`config.mk`:
```
export PLATFORM = sky130hd
export DESIGN_NAME = perf_enc_stall_det
export DESIGN_NICKNAME = d
export VERILOG_FILES = /design/src/rtl/perf_enc_stall_det.sv
export SDC_FILE = /design/constraint.sdc
export NUM_CORES = 1
export LEC_CHECK = 0
export CAP_MARGIN = 20
export CORE_UTILIZATION = 53
export DETAILED_ROUTE_END_ITERATION = 12
export PLACE_DENSITY_LB_ADDON = 0.1
export SLEW_MARGIN = 10
export SYNTH_ARGS = -nofsm -noshare
export SYNTH_HDL_FRONTEND = slang
export SYNTH_SLANG_ARGS = --single-unit
```
`constraint.sdc`:
```
create_clock -name clk -period 4.95 [get_ports clk]
set_input_delay 0.99 -clock clk [delete_from_list [all_inputs] [get_ports clk]]
set_output_delay 0.99 -clock clk [all_outputs]
set_load 0.01 [all_outputs]
```
`src/rtl/perf_enc_stall_det.sv`:
```
// Per-cycle stall detector for encrypted data-memory accesses: flags every cycle a
// load/store waits past the unencrypted ack latency and captures completed latencies.
module perf_enc_stall_det #(
    parameter int BASE_LAT = 2
) (
    input  logic       clk,
    input  logic       rst,
    input  logic       en,
    input  logic       dcpu_cycstb,
    input  logic       dcpu_we,
    input  logic       dcpu_ack,
    input  logic       dcpu_err,
    output logic       delayed_ack_load,
    output logic       delayed_ack_store,
    output logic [7:0] last_lat,
    output logic       last_lat_we,
    output logic       lat_valid,
    output logic       err_abort
);

    typedef enum logic [1:0] {
        ST_IDLE,
        ST_LOAD,
        ST_STORE
    } state_t;

    localparam logic [7:0] LP_BASE_LAT = 8'(BASE_LAT);

    state_t     r_state;
    state_t     w_state_nxt;
    logic [7:0] r_wcnt;
    logic [7:0] w_wcnt_nxt;

    logic       w_busy;
    logic       w_done;
    logic       w_active;
    logic       w_type;
    logic [7:0] w_k;
    logic       w_stall;
    logic       w_ack_done;
    logic       w_err_done;

    logic       r_dal;
    logic       r_das;
    logic [7:0] r_last_lat;
    logic       r_last_we;
    logic       r_lat_valid;
    logic       r_err_abort;

    // A flush cycle (request dropped while busy, no ack/err) is not an active cycle.
    always_comb begin
        // NOTE: every always_comb output gets a default first so no latch is inferred.
        w_state_nxt = ST_IDLE;
        w_wcnt_nxt  = 8'd0;

        w_busy     = (r_state != ST_IDLE);
        w_done     = dcpu_ack | dcpu_err;
        w_active   = w_busy ? (dcpu_cycstb | w_done) : dcpu_cycstb;
        w_type     = w_busy ? (r_state == ST_STORE) : dcpu_we;
        w_k        = !w_busy ? 8'd1 : ((r_wcnt == 8'd255) ? 8'd255 : r_wcnt + 8'd1);
        w_stall    = w_active & ~w_done & (w_k >= LP_BASE_LAT);
        w_ack_done = w_active & dcpu_ack & ~dcpu_err;
        w_err_done = w_active & dcpu_err;

        // Next wcnt is simply this cycle's saturated index k.
        if (w_active && !w_done) begin
            w_state_nxt = w_type ? ST_STORE : ST_LOAD;
            w_wcnt_nxt  = w_k;
        end
    end

    // NOTE: sequential state uses non-blocking assignments only.
    always_ff @(posedge clk or posedge rst) begin
        if (rst) begin
            r_state <= ST_IDLE;
            r_wcnt  <= 8'd0;
        end else begin
            r_state <= w_state_nxt;
            r_wcnt  <= w_wcnt_nxt;
        end
    end

    always_ff @(posedge clk or posedge rst) begin
        if (rst) begin
            r_dal       <= 1'b0;
            r_das       <= 1'b0;
            r_last_lat  <= 8'd0;
            r_last_we   <= 1'b0;
            r_lat_valid <= 1'b0;
            r_err_abort <= 1'b0;
        end else begin
            r_dal       <= w_stall & en & ~w_type;
            r_das       <= w_stall & en & w_type;
            r_lat_valid <= w_ack_done;
            r_err_abort <= w_err_done;
            if (w_ack_done) begin
                r_last_lat <= w_k;
                r_last_we  <= w_type;
            end
        end
    end

    assign delayed_ack_load  = r_dal;
    assign delayed_ack_store = r_das;
    assign last_lat          = r_last_lat;
    assign last_lat_we       = r_last_we;
    assign lat_valid         = r_lat_valid;
    assign err_abort         = r_err_abort;

endmodule

```
==> summary.md <==
| Metric | Value |
|---|---|
| Maximum number of pins on one net before global-route repair | 24 |
| Internal | 239.6 uW |
| Via count of the first global-routing pass | 742 |
| Final clock skew | 0.007247 ns |
| Post-synth EDFFs | 0 |
| Post-detailed-route via-to-cell ratio | 5.556 |
| Fraction of layout instances using a drive strength above 1 | 7.563% |
| Switching power share of the total | 23.35% |
| Most used cells in the layout excluding fill and tap cells | dfrtp_1 (23), clkdlybuf4s50_1 (19), nand2_1 (12), nor2_1 (11), o21ai_1 (8) |
| Nets in the synthesized netlist | 107 |
| Startpoint kind of the worst setup timing path | register |
| Cell-by-cell trace of the critical path | clkdlybuf4s50_1 |
| Yosys warning count | 0 |
| Area fraction of the dominant cell type after synthesis | 54.89% |
| First-pass GRT wire length | 3.415 mm |
| Horiz. Die Dim | 46.48 um |
| Insertion delay of the later-clocked pin in the worst-skew pair | 0.31 ns |
| Remaining number of nets flagged by the antenna check after routing | 0 |
| Growth of design area from synthesis to finish | 21.00% |
| Hold-fix buffers at CTS | 0 |
| Multi-input combinational cell area | 437.9 sq um |
| Die outline height | 46.48 um |
| Mean area per synthesized cell | 10.59 sq um |
| Number of violations of the max-capacitance limit | 0 |
| Total buffers and inverters traversed by the critical path | 1 |
| Net count of the finished layout | 128 |
| LEAKAGE | 0.5712 nW |
| Final Wtd Congestion | 0.9351 |
| Number of clock buffers inserted by TritonCTS | 3 |
| Worst slew margin relative to its limit | 43.65% |
| Post-synthesis sequential area ratio | 54.89% |
| Number of flip-flops and latches in the synthesized netlist | 23 |
| Part of the power in registers | 62.7% |
| Final setup slack of the worst path | 2.710 ns |
| Upper clock frequency limit | 446.5 MHz |
| Area of the die | 2160 sq um |
| Measured slew at the worst slew-check pin | 0.8443 ns |
| Final setup vio count | 0 |
| CTS root buffer | clkbuf_4 |
| DRC violation count after routing | 0 |
| Number of unique standard cell types used by synthesis | 31 |
| Routed vias | 800 |
| Initial DRC count | 21 |
| Deepest clock path buffer count | 2 |
| Global route overflow | 0 |
| Initial antenna violation count | 0 |
| Clock-pin transition on the worst setup and hold timing paths | 0.12 ns |
| Origin of the critical flop-to-flop path | r_wcnt[0]$_DFF_PP0_ |
| Buffers added on ports | 19 |
| Clock network fraction of total power | 27.6% |
| Power per Cell Area | 246.4 nW/um^2 |
| Final Hold Viols | 0 |
| Signal arrival time at the worst endpoint | 1.25 ns |
| CTS HTree Levels | 1 |
| Class of the worst hold path | reg2reg |
| Sequential cell area | 575.6 sq um |
| Detailed Place HPWL | 1.590 mm |
| Commonest register cell after synthesis | dfrtp_1 |
| Critical path start-end classification | reg2out |
| Final routed wire length divided by cell count | 14.76 um |
| CTS tree | yes |
| Number of placement rows | 15 |
| Total track usage | 23.64% |
| Top-level I/O count | 20 |
| Maximum fanout along the worst path | 2 |
| Layout fillers | 143 |
| Cell type of the slowest stage on the worst timing path | clkdlybuf4s50_1 |
| Delay of the slowest cell on the worst path | 0.55 ns |
| Core area | 1783 sq um |
| Number of post-CTS setup repair buffers | 0 |
| Share of synthesized flip-flops with an asynchronous set or reset | 100.0% |
| Critical path required time | 3.96 ns |
| Max rail drop VDD | 222.8 uV |
| Switching power total | 72.98 uW |
| Worst setup EP type | output pin |
| Combinational share of power | 9.7% |
| Iteration count of the initial detailed-routing pass | 4 |
| Unrepaired setup endpoints after global routing | no |
| Cell type with the largest total area after synthesis | dfrtp_1 |
| Launch instance of the worst min-delay path | last_lat[3]$_DFFE_PP0P_ |
| Setup TNS | 0 ns |
| Pins Over Slew Limit | 0 |
| Cell class contributing the biggest share of worst-path delay | buffers and inverters |
| Netlist area before placement | 1049 sq um |
| Share of the clock period used by the worst path | 45.25% |
| Total detailed-routing wirelength | 2.125 mm |
| Number of clock sinks seen by CTS | 23 |
| Post-synthesis instance total | 99 |
| Initial core utilization | 58.81% |
| PostCTS Resize Cnt | 0 |
| Beginning of the critical path | last_lat[6]$_DFFE_PP0P_ |
| Synth top area cells | dfrtp_1 (55%), nand2_1 (4.3%), nor2_1 (3.9%) |
| Minimum clock period after layout | 2.240 ns |
| Most common cell after layout, fill and taps aside | dfrtp_1 |
| Worst slack at placement | 2.487 ns |
| Antenna diodes | 0 |
| Status | complete, no violations |
==> power by group through the flow <==
stage                     clock network (mW)  registers (mW)  logic, mW
after global placement                     0           0.199     0.0297
final                                 0.0863           0.196     0.0302
after CTS                             0.0876           0.196     0.0306
after global routing                  0.0925           0.197     0.0338
after floorplan                            0           0.201     0.0129
after detailed placement                   0           0.200     0.0303
==> routing by layer <==
| metal | vias to the layer above | track usage (%) | wire [um] |
|---|---|---|---|
| met5 | - | 0 | 0 |
| met2 | 24 | 36.39 | 997 |
| met1 | 380 | 33.25 | 1013 |
| met4 | 0 | 7.059 | 17 |
| met3 | 4 | 5.098 | 96 |
| li1 | 392 | - | - |
==> worst paths after layout <==
kind / endpoint / slack (ns) / cells past startpoint
worst max-delay path: last_lat[6] / 2.71 / 1
worst min-delay path: last_lat[3]$_DFFE_PP0P_ / 0.51 / 2
worst max register to register: delayed_ack_store$_DFF_PP0_ / 3.17 / 5
worst min register to register: last_lat[3]$_DFFE_PP0P_ / 0.51 / 2
max in group asynchronous: last_lat[1]$_DFFE_PP0P_ / 3.29 / 2
min in group asynchronous: last_lat[4]$_DFFE_PP0P_ / 1.14 / 2
==> worst reg2reg max path, stage by stage (launching register included) <==
cell	delay, ns
dfrtp_1	0.44
ha_1	0.25
and4_1	0.37
nand4_4	0.14
a2111oi_4	0.39
nor2_1	0.09
==> through the flow <==
stage          cell area [sq um]  hold WS, ns  util [%]  std cells  total power [mW]
2_1_floorplan               1049       0.5168         -         99            0.2138
3_3_place_gp                1242       0.4783     69.68        140            0.2290
3_5_place_dp                1242       0.4821     69.68        140            0.2299
4_1_cts                     1269       0.5142     71.16        144            0.3143
5_1_grt                     1269       0.5397     71.16        144            0.3230
6_report                    1269       0.5083     71.16        144            0.3126
==> registers in the layout, indices dropped and copies added, names as in the netlist <==
name               flops
err_abort              1
delayed_ack_load       1
delayed_ack_store      1
last_lat               8
last_lat_we            1
r_wcnt                 8
lat_valid              1
r_state                2
==> cell usage after synthesis (2+ instances only) <==
cell     number
nor3_1        3
a22o_1        3
nand3_1       6
dfrtp_1      23
xnor2_1       2
a21oi_1       3
buf_6         2
o21ai_1       8
o21ai_0       3
nor2_1       11
nor2b_1       4
nand2_1      12
==> cell type report <==
class	instances	area share, %
tap	25	2.465
inverter	2	0.5917
timing repair buffer	19	14.99
clock buffer	4	2.071
multi-input combinational	71	34.52
sequential	23	45.36
==> logic make-up (layout without fill, tap and decap cells) <==
group                      count (synthesis)  in the layout  share of synthesized area, %
and+or+nand+nor                           47             47                         24.94
DFF                                       23             23                         54.89
AOI/OAI and AO/OA                         21             21                         13.96
buffers and inverters                      5             25                         3.340
xor gates and xnor gates                   2              2                         1.671
adders and majority gates                  1              1                         1.193
(Power assumes the default switching activity.)
